## src/rtl/regfile_wb_pkg.sv

```systemverilog
// ----------------------------------------------------------------------------
// regfile_wb_pkg
// Shared definitions for the register-file write-back queue.
//   WBQ_DATA_W / WBQ_ADDR_W / WBQ_DEPTH : default widths and depth
//   wbq_entry_t                         : one queued write {reg_idx, data}
//   wbq_count_t                         : occupancy count for the default depth
// ----------------------------------------------------------------------------
package regfile_wb_pkg;

    localparam int WBQ_DATA_W = 16;
    localparam int WBQ_ADDR_W = 3;
    localparam int WBQ_DEPTH  = 4;

    // "reg" is a keyword, so the destination register field is reg_idx.
    typedef struct packed {
        logic [WBQ_ADDR_W-1:0] reg_idx;
        logic [WBQ_DATA_W-1:0] data;
    } wbq_entry_t;

    typedef logic [$clog2(WBQ_DEPTH+1)-1:0] wbq_count_t;

endpackage

```

## src/rtl/regfile_wb_queue_match.sv

```systemverilog
// ----------------------------------------------------------------------------
// wbq_match
// Priority matcher for pending-write lookup. Walks the circular queue from
// the oldest entry (head) to the newest; a later match overrides an earlier
// one, so the newest pending write to lookup_reg wins.
//   entry_reg / entry_data : queue storage (unpacked, DEPTH entries)
//   valid                  : per-entry occupied mask
//   head                   : index of the oldest entry
//   lookup_reg             : register being queried
//   hit / data             : newest match; data is 0 when there is no hit
// ----------------------------------------------------------------------------
module wbq_match
    import regfile_wb_pkg::*;
#(
    parameter int DEPTH  = WBQ_DEPTH,
    parameter int DATA_W = WBQ_DATA_W,
    parameter int ADDR_W = WBQ_ADDR_W
) (
    input  logic [ADDR_W-1:0]          entry_reg  [DEPTH],
    input  logic [DATA_W-1:0]          entry_data [DEPTH],
    input  logic [DEPTH-1:0]           valid,
    input  logic [$clog2(DEPTH)-1:0]   head,
    input  logic [ADDR_W-1:0]          lookup_reg,
    output logic                       hit,
    output logic [DATA_W-1:0]          data
);

    localparam int PTR_W = $clog2(DEPTH);

    logic [PTR_W-1:0] idx_s;

    // Oldest-to-newest scan; index wraps naturally because DEPTH is a power of two.
    always_comb begin
        hit   = 1'b0;
        data  = {DATA_W{1'b0}};
        idx_s = head;
        for (int i = 0; i < DEPTH; i++) begin
            idx_s = head + PTR_W'(i);
            if (valid[idx_s] && (entry_reg[idx_s] == lookup_reg)) begin
                hit  = 1'b1;
                data = entry_data[idx_s];
            end else begin
                hit  = hit;
                data = data;
            end
        end
    end

endmodule

```

## src/rtl/regfile_wb_queue.sv

```systemverilog
// ----------------------------------------------------------------------------
// regfile_wb_queue
// Write-back queue in front of the 8x16 register file's single write port.
// Buffers write-back requests and issues at most one per cycle, strictly in
// arrival order, and exposes a pending-write lookup for hazard/forwarding.
//
// Ports:
//   clk, rst                     : clock, asynchronous active-high reset
//   in_valid/in_ready            : request handshake (in_ready = !full)
//   in_reg/in_data               : destination register and write data
//   hold                         : suppress issue this cycle, keep contents
//   wr_en/wr_reg/wr_data         : to Regwrite/WriteReg/WriteData
//   lookup_reg                   : register being queried
//   lookup_hit/lookup_data       : newest pending write to lookup_reg (0 on miss)
//   count/empty/full             : occupancy status (registered)
//
// Configuration macro:
//   WBQ_INPUT_BYPASS_EN : when defined, an accepted request on in_* is also
//                         visible to lookup in the cycle it is presented, with
//                         priority over stored entries.
// ----------------------------------------------------------------------------
module regfile_wb_queue
    import regfile_wb_pkg::*;
#(
    parameter int DEPTH  = WBQ_DEPTH,
    parameter int DATA_W = WBQ_DATA_W,
    parameter int ADDR_W = WBQ_ADDR_W
) (
    input  logic                        clk,
    input  logic                        rst,
    input  logic                        in_valid,
    output logic                        in_ready,
    input  logic [ADDR_W-1:0]           in_reg,
    input  logic [DATA_W-1:0]           in_data,
    input  logic                        hold,
    output logic                        wr_en,
    output logic [ADDR_W-1:0]           wr_reg,
    output logic [DATA_W-1:0]           wr_data,
    input  logic [ADDR_W-1:0]           lookup_reg,
    output logic                        lookup_hit,
    output logic [DATA_W-1:0]           lookup_data,
    output logic [$clog2(DEPTH+1)-1:0]  count,
    output logic                        empty,
    output logic                        full
);

    localparam int PTR_W = $clog2(DEPTH);
    localparam int CNT_W = $clog2(DEPTH+1);

    logic [ADDR_W-1:0] reg_mem_r  [DEPTH];
    logic [DATA_W-1:0] data_mem_r [DEPTH];
    logic [DEPTH-1:0]  valid_r;
    logic [PTR_W-1:0]  head_r;
    logic [PTR_W-1:0]  tail_r;
    logic [CNT_W-1:0]  count_r;
    logic              empty_r;
    logic              full_r;

    logic              push_s;
    logic              pop_s;
    logic [CNT_W-1:0]  count_next_s;
    logic              match_hit_s;
    logic [DATA_W-1:0] match_data_s;

    // Handshake and issue. in_ready comes from the registered full flag, so a
    // pop in the same cycle never lets a request fall through a full queue.
    always_comb begin
        push_s = in_valid && !full_r;
        pop_s  = !empty_r && !hold;
    end

    // Occupancy update for the four push/pop combinations.
    always_comb begin
        count_next_s = count_r;
        case ({push_s, pop_s})
            2'b10:   count_next_s = count_r + CNT_W'(1);
            2'b01:   count_next_s = count_r - CNT_W'(1);
            2'b11:   count_next_s = count_r;
            2'b00:   count_next_s = count_r;
            default: count_next_s = count_r;
        endcase
    end

    // Pointers, occupancy, status flags and per-entry valid bits.
    always_ff @(posedge clk or posedge rst) begin
        if (rst) begin
            head_r  <= {PTR_W{1'b0}};
            tail_r  <= {PTR_W{1'b0}};
            count_r <= {CNT_W{1'b0}};
            empty_r <= 1'b1;
            full_r  <= 1'b0;
            valid_r <= {DEPTH{1'b0}};
        end else begin
            if (push_s) begin
                tail_r          <= tail_r + PTR_W'(1);
                valid_r[tail_r] <= 1'b1;
            end
            if (pop_s) begin
                head_r          <= head_r + PTR_W'(1);
                valid_r[head_r] <= 1'b0;
            end
            count_r <= count_next_s;
            empty_r <= (count_next_s == {CNT_W{1'b0}});
            full_r  <= (count_next_s == CNT_W'(DEPTH));
        end
    end

    // Entry payload storage; contents are qualified by valid_r, so no reset.
    always_ff @(posedge clk) begin
        if (push_s) begin
            reg_mem_r[tail_r]  <= in_reg;
            data_mem_r[tail_r] <= in_data;
        end
    end

    // Write-port drive: head entry, forced to zero while empty.
    always_comb begin
        wr_en    = pop_s;
        in_ready = !full_r;
        count    = count_r;
        empty    = empty_r;
        full     = full_r;
        if (empty_r) begin
            wr_reg  = {ADDR_W{1'b0}};
            wr_data = {DATA_W{1'b0}};
        end else begin
            wr_reg  = reg_mem_r[head_r];
            wr_data = data_mem_r[head_r];
        end
    end

    wbq_match #(
        .DEPTH  (DEPTH),
        .DATA_W (DATA_W),
        .ADDR_W (ADDR_W)
    ) u_match (
        .entry_reg  (reg_mem_r),
        .entry_data (data_mem_r),
        .valid      (valid_r),
        .head       (head_r),
        .lookup_reg (lookup_reg),
        .hit        (match_hit_s),
        .data       (match_data_s)
    );

`ifdef WBQ_INPUT_BYPASS_EN
    // Lookup result: the request being accepted this cycle outranks stored
    // entries. Gated by rst so lookup reads as a miss while reset is held.
    always_comb begin
        if (push_s && !rst && (in_reg == lookup_reg)) begin
            lookup_hit  = 1'b1;
            lookup_data = in_data;
        end else begin
            lookup_hit  = match_hit_s;
            lookup_data = match_data_s;
        end
    end
`else
    // Lookup result: stored entries only.
    always_comb begin
        lookup_hit  = match_hit_s;
        lookup_data = match_data_s;
    end
`endif

endmodule

```

## config.mk

```make
export PLATFORM = sky130hd
export DESIGN_NAME = regfile_wb_queue
export DESIGN_NICKNAME = d
export VERILOG_FILES = /design/src/rtl/regfile_wb_pkg.sv /design/src/rtl/regfile_wb_queue_match.sv /design/src/rtl/regfile_wb_queue.sv
export SDC_FILE = /design/constraint.sdc
export NUM_CORES = 1
export LEC_CHECK = 0
export ABC_AREA = 1
export CORE_MARGIN = 2
export CORE_UTILIZATION = 40
export CTS_CLUSTER_DIAMETER = 150
export DETAILED_ROUTE_END_ITERATION = 10
export DONT_BUFFER_PORTS = 1
export GPL_TIMING_DRIVEN = 0
export PLACE_DENSITY = 0.66
export SYNTH_ARGS = -nofsm -noshare
export SYNTH_HDL_FRONTEND = slang
export SYNTH_SLANG_ARGS = --single-unit
```

## constraint.sdc

```tcl
create_clock -name clk -period 2.75 [get_ports clk]
set_input_delay 0.275 -clock clk [delete_from_list [all_inputs] [get_ports clk]]
set_output_delay 0.275 -clock clk [all_outputs]
set_load 0.02 [all_outputs]
```

Word-level counts from Yosys, hierarchy flattened:

Index checks and enable logic that the tools add are counted.

* flip-flop bits (word level): 89
* input bits: 26
* output and inout bits: 43

* $add $sub $neg: 6
* $lt $le $gt $ge: 13
* equality and inequality tests: 8
* muxes and demuxes: 55
* bitwise gates (word level): 8
* reduce and logical (&&, ||, !) cells: 15

Operators by type and width (count)
* $mux W16: 14
* $bmux W16 S2: 4
* $bwmux W64: 1
* $demux W16 S2: 1
* $mux W3: 10
* $bmux W3 S2: 4
* $ge A3 B3 Y1 const B: 5
* $lt A2 B3 Y1 const B: 5
* $not A2 Y3: 5
* $bwmux W12: 1
* $eq A3 B3 Y1: 4
* $mux W1: 10
* $logic_and A1 B1 Y1: 9
* $pmux W3 S3: 1
* $bmux W1 S2: 4
* $mux W4: 2
* $demux W3 S2: 1
* $add A2 B1 Y2 const B: 2
* $add A2 B2 Y2 const B: 2
* $and A4 B4 Y4: 1
* $demux W1 S2: 2
* $eq A2 B2 Y1 const B: 2
* $ge A2 B1 Y1 const B: 2
* $not A4 Y4: 1
* other kinds (10): 12

Depth between registers and ports, before layout:

Gate-level depths: netlist of run 1.

* depth in word-level cells: 10
* mapped depth: 16
* depth with buffers taken out: 14

Cells and area by module:

Synthesis of run 1 repeated with hierarchy kept, for this count alone.

* cell total of the unflattened synthesis: 993
* area total of the unflattened synthesis: 6765.2 um^2

Modules (own cells, without submodules)
* regfile_wb_queue: times used 1, cells each 318, area each 3663.5 um^2, seq. area each 2608.8 um^2
* wbq_match: times used 1, cells each 675, area each 3101.7 um^2, seq. area each 0.0 um^2

Worst setup path after synthesis of run 1:

No wires, ideal clock.

* path kind: register to output
* start: reg head_r[1]
* end: out lookup_data[10]
* data arrival time: 2.504 ns
* required time: 2.475 ns
* setup slack: -0.029 ns
* stages on the path, launching flop included: 16
* path through: dfrtp_1 > inv_2 > buf_2 > buf_1 > ha_1 > buf_2 > nand3_1 > nand2_1 > nand2_1 > nand2_1 > nor2_4 > nand2_4 > buf_6 > nand2_1 > nand2_1 > a21oi_2

* longest elaborated chain between the ends: 10
* elaborated cells between the ends (all ways): 51
* classes of those cells: 3 x add/sub; 4 x eq/ne; 36 x mux; 4 x bitwise; 4 x reduce/logical

RTL lines
* start: declaration: RTL line regfile_wb_queue.sv:53 `logic [PTR_W-1:0] head_r;`
* start signal: assignment: RTL line regfile_wb_queue.sv:87 `head_r <= {PTR_W{1'b0}};`
* start signal: assignment: RTL line regfile_wb_queue.sv:99 `head_r <= head_r + PTR_W'(1);`
* $add A2 B1 Y2 or $not A2 Y3 (tied branches): RTL line regfile_wb_queue_match.sv:38, regfile_wb_queue_match.sv:39, regfile_wb_queue_match.sv:41
* $not A2 Y3 (not written as such) or $bmux W3 S2 (tied branches): RTL line regfile_wb_queue_match.sv:39, regfile_wb_queue_match.sv:41
* $bmux W3 S2 or $mux W3 (tied branches): RTL line regfile_wb_queue_match.sv:39 `if (valid[idx_s] && (entry_reg[idx_s] == lookup_reg)) begin`
* $mux W3 (not written as such): RTL line regfile_wb_queue_match.sv:39
* $mux W3 (not written as such) or $eq A3 B3 Y1 (tied branches): RTL line regfile_wb_queue_match.sv:39
* $eq A3 B3 Y1 or $logic_and A1 B1 Y1 (tied branches): RTL line regfile_wb_queue_match.sv:39
* $logic_and A1 B1 Y1 or $mux W16 (tied branches): RTL line regfile_wb_queue_match.sv:39
* $mux W16 (2 in series): RTL line regfile_wb_queue_match.sv:39
* $mux W16 *: RTL line regfile_wb_queue_match.sv:39
* end: declaration: RTL line regfile_wb_queue.sv:41 `output logic [DATA_W-1:0] lookup_data,`

Mark *: on every way between the ends. The rest lies on a longest branch, timed or not. The select of a mux whose other input is x is not followed.

Worst setup path in the final report of run 1:

* start: reg head_r[0]
* end: out lookup_data[13]

The elaborated chain is that of the path after synthesis.

==> results of run 1 <==
==> cells in the mapped netlist (all sizes together) <==
| cell type | n |
|---|---|
| nor2 | 67 |
| mux2i | 18 |
| o21ai | 109 |
| fa | 1 |
| dfstp | 1 |
| a21oi | 19 |
| buf | 31 |
| o21a | 1 |
| nand3 | 80 |
| clkbuf | 13 |
| and2 | 1 |
| or2 | 1 |
| nand2 | 235 |
| dfrtp | 12 |
| nand4 | 1 |
| nor3 | 14 |
| xor2 | 5 |
| edfxtp | 76 |
| ha | 9 |
| xnor2 | 1 |
| inv | 133 |
==> timing repair <==
item,4_1_cts,5_1_grt
gates resized for setup,59,91
pin swaps,15,24
gates cloned,0,3
endpoints found under the hold margin,12,0
endpoints found under the setup margin,17,30
hold buffers,1,0
setup buffers,10,19
==> kinds of logic (layout without fill, tap and decap cells) <==
logic type               Yosys count  after routing  synth area share
AND/OR/NAND/NOR                  399            399            0.2808
flip-flops                        89             89            0.4205
AO/OA/AOI/OAI                    129            129            0.1154
XOR/XNOR                           6              6          0.008471
buffers and inverters            177            227            0.1244
adder cells (fa/ha/maj)           10             10           0.02138
multiplexers                      18             18           0.02904
==> final cells by class <==
cell class	instances	share of cell area
clock inverters	5	0.002968
multi-input cells	562	0.4282
inverters	133	0.06908
clock buffers	11	0.03067
well taps	188	0.03100
plain buffers	41	0.04221
repair buffers	37	0.05194
flip-flops and latches	89	0.3439
==> through the flow <==
step	utilization	area (µm²)	setup WS, ns
after global placement	0.4236	6440	-0.4462
after global routing	0.4992	7589	-0.1376
after detailed placement	0.4299	6535	-0.4410
final	0.4992	7589	-0.03125
after CTS	0.4692	7133	-0.04897
after floorplan	-	6205	0.1065
==> layer usage <==
| metal | up-vias | global-route usage |
|---|---|---|
| met5 | - | 0 |
| met4 | 0 | 0.05882 |
| met3 | 29 | 0.04200 |
| met2 | 229 | 0.3113 |
| met1 | 2484 | 0.2927 |
| li1 | 2741 | - |
==> placed cells by master, fill, tap and decap left out, types with 2 or more instances in the layout <==
cell type                   Yosys  final
sky130_fd_sc_hd__ha_1           9      8
sky130_fd_sc_hd__nand2_1      226    210
sky130_fd_sc_hd__buf_2         10      3
sky130_fd_sc_hd__nor2_4         5      6
sky130_fd_sc_hd__buf_6          8     13
sky130_fd_sc_hd__nand3_2        2      7
sky130_fd_sc_hd__nor3_4         0      6
sky130_fd_sc_hd__xor2_1         5      4
sky130_fd_sc_hd__clkbuf_1      13      9
sky130_fd_sc_hd__mux2i_1       18     17
sky130_fd_sc_hd__a21oi_4        1     16
sky130_fd_sc_hd__nand2_4        2      9
sky130_fd_sc_hd__clkbuf_16      0     11
sky130_fd_sc_hd__buf_4          8     34
sky130_fd_sc_hd__inv_1        110    110
sky130_fd_sc_hd__a21oi_1        3      2
sky130_fd_sc_hd__clkinv_1       0      4
sky130_fd_sc_hd__nor3_2         4      8
sky130_fd_sc_hd__buf_1          5      3
sky130_fd_sc_hd__inv_2         22     17
sky130_fd_sc_hd__nand3_1       78     72
sky130_fd_sc_hd__o21ai_2        0     17
sky130_fd_sc_hd__nand2_2        7     16
sky130_fd_sc_hd__clkbuf_2       0      6
sky130_fd_sc_hd__nor2_1        60     53
sky130_fd_sc_hd__nor2_2         1      7
sky130_fd_sc_hd__buf_12         0      2
sky130_fd_sc_hd__edfxtp_1      76     76
sky130_fd_sc_hd__dfrtp_1       12     11
sky130_fd_sc_hd__inv_4          0      5
sky130_fd_sc_hd__o21ai_1       22     18
sky130_fd_sc_hd__o21ai_0       87     74
sky130_fd_sc_hd__buf_8          0      5
sky130_fd_sc_hd__buf_16         0      2
==> final timing paths <==
path | startpoint | endpoint | slack, ns
worst max-delay path | head_r[0]$_DFFE_PP0N_ | lookup_data[13] | -0.03
worst min-delay path | in_reg[2] | reg_mem_r[8]$_DFFE_PP_ | 0.03
worst max register to register | full$_DFF_PP0_ | full$_DFF_PP0_ | 0.46
worst min register to register | valid_r[1]$_DFF_PP0_ | valid_r[1]$_DFF_PP0_ | 0.56
max in group asynchronous | rst | head_r[1]$_DFFE_PP0N_ | 1.94
min in group asynchronous | rst | count[1]$_DFF_PP0_ | 0.42
==> registers in the layout, summed over array words and instances (netlist names) <==
register and count:
empty 1, head_r 2, count 3, valid_r 4, full 1, data_mem_r 64, reg_mem_r 12, tail_r 2
==> load_flow_metrics.sql, run 1 <==
INSERT INTO impl_metrics (metric_group, metric, value, unit) VALUES
('final_layout', 'multi_input_comb_area', '3249', 'µm²'),
('synth', 'synthesis.yosys.warnings', '0', ''),
('detailed_routing', 'met2_length', '7.610', 'mm'),
('final_layout', 'drive_above_1_share', '0.2289', ''),
('die', 'die_w', '128.5', 'µm'),
('setup_path', 'timing.critical_path.cells', 'buf_6, buf_6, buf_6, buf_4, buf_4, o21ai_1, inv_1, o21ai_0, nand3_2, nand2_4, inv_2, a21oi_4', ''),
('setup_path', 'timing.critical_path.required', '2.48', 'ns'),
('outcome', 'violations', 'negative setup slack', ''),
('sta', 'final-setup-viol-count', '6', ''),
('setup_path', 'critical_path_depth', '12', ''),
('sta', 'hold_slack', '0.03282', 'ns'),
('placement', 'dpl.cell_count', '1020', ''),
('synth', 'sequential_area_share_after_synthesis', '0.4205', ''),
('grt', 'grt_first_pass_wirelength', '26.24', 'mm'),
('detailed_routing', 'drt-vias-per-instance', '5.144', ''),
('setup_path', 'worst-path-buf-inv', '7', ''),
('clocking', 'tritoncts', 'yes', ''),
('die', 'die_area', '16520', 'µm²'),
('synth', 'synth_area_per_cell', '7.492', 'µm²'),
('synth', 'synth-seq-cells', '89', ''),
('flow_run', 'max-cap-violations', '0', ''),
('setup_path', 'rr_worst_depth', '10', ''),
('grt', 'number_of_antenna_violations_at_the_first_check_in_global_routing', '0', ''),
('setup_path', 'crit_start_category', 'flip-flop', ''),
('sta', 'worst_slew_pin_slew', '0.6063', 'ns'),
('placement', 'io_buffer_count', '0', ''),
('outcome', 'run_status', 'finished, violations left', ''),
('detailed_routing', 'post-route-drc-count', '0', ''),
('final_layout', 'synthToLayoutAreaGrowth', '22.33', '%'),
('clocking', 'clkLatencyLatePin', '0.33', 'ns'),
('synth', 'synth.top_cells.by_area', 'sky130_fd_sc_hd__edfxtp_1 (37%), sky130_fd_sc_hd__nand2_1 (14%), sky130_fd_sc_hd__o21ai_0 (7.0%)', ''),
('detailed_routing', 'vias_post_dr', '5483', ''),
('setup_path', 'crit_arrival', '2.51', 'ns'),
('sta', 'pnr_worst_setup_slack', '-0.03125', 'ns'),
('detailed_routing', 'detail_route.wirelength.met1', '7.947', 'mm'),
('sta', 'slew_headroom', '0.5958', ''),
('sta', 'period_minus_slack', '2.781', 'ns'),
('sta', 'hold_viol_final', '0', ''),
('die', 'dieHeight', '128.5', 'µm'),
('final_layout', 'finalNonFillerCells', '1066', ''),
('hold_path', 'min_path_cells', '0', ''),
('synth', 'mapped_nets', '864', ''),
('final_layout', 'nNetsFinal', '909', ''),
('synth', 'synthDominantCellAreaShare', '0.3679', ''),
('die', 'fp.coreArea', '15200', 'µm²'),
('sta', 'count_of_final_max_slew_check_failures', '0', ''),
('die', 'pin_count', '69', ''),
('grt', 'global_route.overflow_total', '0', ''),
('detailed_routing', 'route.detailed.wl_per_inst', '16.14', 'µm'),
('sta', 'maxClockFrequency', '359.6', 'MHz'),
('die', 'rows', '45', ''),
('setup_path', 'worst_path_dominant_cell_family', 'buffers and inverters', ''),
('grt', 'grt_pass1_vias', '4948', ''),
('grt', 'track_usage', '0.2033', ''),
('setup_path', 'cp_max_fo', '10', ''),
('synth', 'post_synth_inst_count', '828', ''),
('final_layout', 'fillers', '1405', ''),
('clocking', 'clock_sinks', '89', ''),
('clocking', 'clk_path_buf_depth', '2', ''),
('hold_path', 'worstHoldPathType', 'in -> reg', ''),
('final_layout', 'insertedDiodeCount', '0', ''),
('sta', 'period_share', '1.011', ''),
('sta', 'grt_setup_unrepaired', 'yes', ''),
('placement', 'dpl.hpwl', '12.71', 'mm'),
('sta', 'accumulated_negative_setup_slack', '-0.08278', 'ns'),
('detailed_routing', 'detail-route-antenna-nets', '0', ''),
('setup_path', 'cpMaxStageDelayCell', 'sky130_fd_sc_hd__dfrtp_1', ''),
('setup_path', 'path_class', 'reg -> out', ''),
('synth', 'syn_area', '6203', 'µm²'),
('clocking', 'cts.reportedPaths.clkPinSlew', '0.06', 'ns'),
('synth', 'synthDistinctLibCells', '36', '');
Power of run 1 is left out: the tool's default activity adds up to more than one toggle a clock period on the data nets, which glitch-free logic cannot reach.
==> run 2, diff against run 1 <==
Settings changed: PLACE_DENSITY 0.66 to not set.
==> run 2 against run 1 <==
  * The flow still finishes with violations (negative setup slack)
  * Highest routed layer unchanged
  * Largest cell class unchanged
  * Critical path type unchanged
  * Via count decreased by 1.3%
  * Die area unchanged
  * Setup slack got worse by 0.0099 ns
  * First-iteration DRC count increased by 18%
==> load_flow_metrics.sql, run 2 (synthesized netlist as in run 1, its figures left out) <==
INSERT INTO impl_metrics (metric_group, metric, value, unit) VALUES
('final_layout', 'most-common-layout-cells', 'sky130_fd_sc_hd__nand2_1 (201), sky130_fd_sc_hd__inv_1 (110), sky130_fd_sc_hd__o21ai_0 (83), sky130_fd_sc_hd__edfxtp_1 (76), sky130_fd_sc_hd__nand3_1 (66)', ''),
('sta', 'final.setup_skew', '0.006723', 'ns'),
('final_layout', 'insertedDiodeCount', '0', ''),
('final_layout', 'final-seq-area', '2609', 'µm²'),
('hold_path', 'worstHoldPathType', 'in -> reg', ''),
('sta', 'count_of_final_max_slew_check_failures', '0', ''),
('grt', 'pin_count_of_the_biggest_net_entering_global_routing', '19', ''),
('setup_path', 'crit_arrival', '2.52', 'ns'),
('final_layout', 'largest_registers', 'data_mem_r (64), reg_mem_r (12), valid_r (4)', ''),
('sta', 'slew_headroom', '0.3959', ''),
('final_layout', 'largest_reg_flops', '64', ''),
('die', 'pin_count', '69', ''),
('sta', 'final-setup-viol-count', '12', ''),
('grt', 'grt_util_met1', '0.3159', ''),
('placement', 'dpl.hpwl', '12.98', 'mm'),
('sta', 'worst_slew_pin_slew', '0.9028', 'ns'),
('setup_path', 'end_kind', 'output pin', ''),
('die', 'die_w', '128.5', 'µm'),
('outcome', 'violations', 'negative setup slack', ''),
('sta', 'grt_setup_unrepaired', 'yes', ''),
('final_layout', 'nNetsFinal', '905', ''),
('grt', 'grt_util_met3', '0.03410', ''),
('sta', 'accumulated_negative_setup_slack', '-0.2754', 'ns'),
('detailed_routing', 'dr.first_iter.drc_count', '552', ''),
('placement', 'dpl.cell_count', '1020', ''),
('die', 'initial_core_util', '0.4081', ''),
('sta', 'hold_viol_final', '0', ''),
('detailed_routing', 'route.detailed.wl_per_inst', '16.20', 'µm'),
('placement', 'io_buffer_count', '0', ''),
('clocking', 'htree_num_levels', '3', ''),
('clocking', 'cts-root-buf', 'sky130_fd_sc_hd__clkbuf_16', ''),
('setup_path', 'cp_max_fo', '7', ''),
('hold_path', 'min_path_cells', '0', ''),
('setup_path', 'path_class', 'reg -> out', ''),
('die', 'rows', '45', ''),
('detailed_routing', 'firstDrtPassIters', '5', ''),
('grt', 'grt_first_pass_wirelength', '26.97', 'mm'),
('clocking', 'clk_path_buf_depth', '2', ''),
('outcome', 'run_status', 'finished, violations left', ''),
('die', 'dieHeight', '128.5', 'µm'),
('flow_run', 'max-cap-violations', '0', ''),
('detailed_routing', 'vias_post_dr', '5411', ''),
('setup_path', 'cp_slowest_stage_delay', '0.40', 'ns'),
('clocking', 'clkLatencyLatePin', '0.34', 'ns'),
('grt', 'track_usage', '0.2092', ''),
('grt', 'grt.met2_usage', '0.3032', ''),
('final_layout', 'finalInstanceArea', '7617', 'µm²'),
('placement', 'gp_routability_congestion', '0.8652', ''),
('sta', 'maxClockFrequency', '358.3', 'MHz'),
('final_layout', 'fillers', '1422', ''),
('setup_path', 'crit_start_category', 'flip-flop', ''),
('setup_path', 'rr_worst_depth', '7', ''),
('detailed_routing', 'detail-route-antenna-nets', '0', ''),
('grt', 'grt_pass1_vias', '4939', ''),
('final_layout', 'register_ranked_first_by_flip_flop_count', 'data_mem_r', ''),
('final_layout', 'mostFrequentLayoutCell', 'sky130_fd_sc_hd__nand2_1', ''),
('grt', 'global_route.overflow_total', '0', ''),
('sta', 'hold_slack', '0.02919', 'ns'),
('grt', 'number_of_antenna_violations_at_the_first_check_in_global_routing', '0', ''),
('sta', 'period_minus_slack', '2.791', 'ns'),
('sta', 'pnr_worst_setup_slack', '-0.04111', 'ns'),
('setup_path', 'cpMaxStageDelayCell', 'sky130_fd_sc_hd__dfrtp_1', ''),
('die', 'die_area', '16520', 'µm²'),
('clocking', 'tritoncts', 'yes', ''),
('clocking', 'clock_sinks', '89', ''),
('final_layout', 'finalNonFillerCells', '1062', ''),
('final_layout', 'drive_above_1_share', '0.2277', ''),
('setup_path', 'timing.critical_path.cells', 'buf_8, inv_12, ha_4, buf_8, nand3_2, o21a_1, nand2_1, nand2_2, nor2_4, nand2_4, buf_12, nand2_4, inv_2, a21oi_4', ''),
('placement', 'postPlaceCellArea', '6560', 'µm²'),
('sta', 'period_share', '1.015', ''),
('clocking', 'cts.reportedPaths.clkPinSlew', '0.07', 'ns'),
('final_layout', 'synthToLayoutAreaGrowth', '22.79', '%'),
('final_layout', 'multi_input_comb_area', '3254', 'µm²'),
('clocking', 'numCtsBuffers', '9', ''),
('grt', 'global_route.peak_usage_layer', 'met1', ''),
('detailed_routing', 'post-route-drc-count', '0', ''),
('detailed_routing', 'routed_wl', '17.20', 'mm'),
('die', 'fp.coreArea', '15200', 'µm²'),
('detailed_routing', 'drt-vias-per-instance', '5.095', ''),
('setup_path', 'timing.critical_path.required', '2.48', 'ns');
-- run 2: cell count changes in the layout (fill, tap and decap cells not counted), sizes merged --
cell / previous run / this run
inv: 132 / 136
buf: 62 / 58
clkbuf: 26 / 24
clkinv: 5 / 3
-- run 2: metal layers --
metal | vias up | wire length, µm | part of all wire
met5 | - | 0 | 0
met1 | 2440 | 8450 | 0.49
li1 | 2734 | - | -
met3 | 28 | 1072 | 0.062
met4 | 0 | 433 | 0.025
met2 | 209 | 7248 | 0.42
-- run 2: final cells by class --
cell class | instances | area share
clock buffer | 9 | 0.02957
buffer | 42 | 0.04221
multi-input combinational | 562 | 0.4272
inverter | 133 | 0.06784
tap | 188 | 0.03088
sequential | 89 | 0.3425
timing repair buffer | 32 | 0.05026
clock inverter | 7 | 0.009527
-- run 2: critical path: cells and delay by family (launching register included) --
| kind | cells | cell delay [ns] |
|---|---|---|
| AO/OA/AOI/OAI | 2 | 0.35 |
| flip-flops | 1 | 0.40 |
| AND/OR/NAND/NOR | 6 | 0.54 |
| buffers and inverters | 5 | 0.55 |
| adder cells (fa/ha/maj) | 1 | 0.33 |
-- run 2: path summary, 6_finish.rpt --
path	startpoint	endpoint	slack, ns
min	in_data[14]	data_mem_r[62]$_DFFE_PP_	0.03
min in group asynchronous	rst	count[1]$_DFF_PP0_	0.42
min reg2reg	valid_r[1]$_DFF_PP0_	valid_r[1]$_DFF_PP0_	0.55
max	head_r[0]$_DFFE_PP0N_	lookup_data[13]	-0.04
max in group asynchronous	rst	empty$_DFF_PP1_	1.96
max reg2reg	empty$_DFF_PP1_	empty$_DFF_PP1_	0.21
-- run 2: through the flow --
| stage | setup slack [ns] | utilization |
|---|---|---|
| after floorplan | 0.1065 | - |
| after global placement | -0.5024 | 0.4236 |
| after global routing | -0.1545 | 0.5011 |
| final | -0.04111 | 0.5011 |
| after detailed placement | -0.4816 | 0.4315 |
| after CTS | -0.09597 | 0.4872 |
-- run 2: timing repair --
action / in CTS / in global routing
gates resized for setup: 96 / 37
hold buffers: 1 / 0
hold endpoints to repair: 12 / 0
endpoints found under the setup margin: 17 / 20
setup buffers: 13 / 8
pin swaps: 9 / 23
cloned: 4 / 2
Power of run 2 is left out for the same reason.
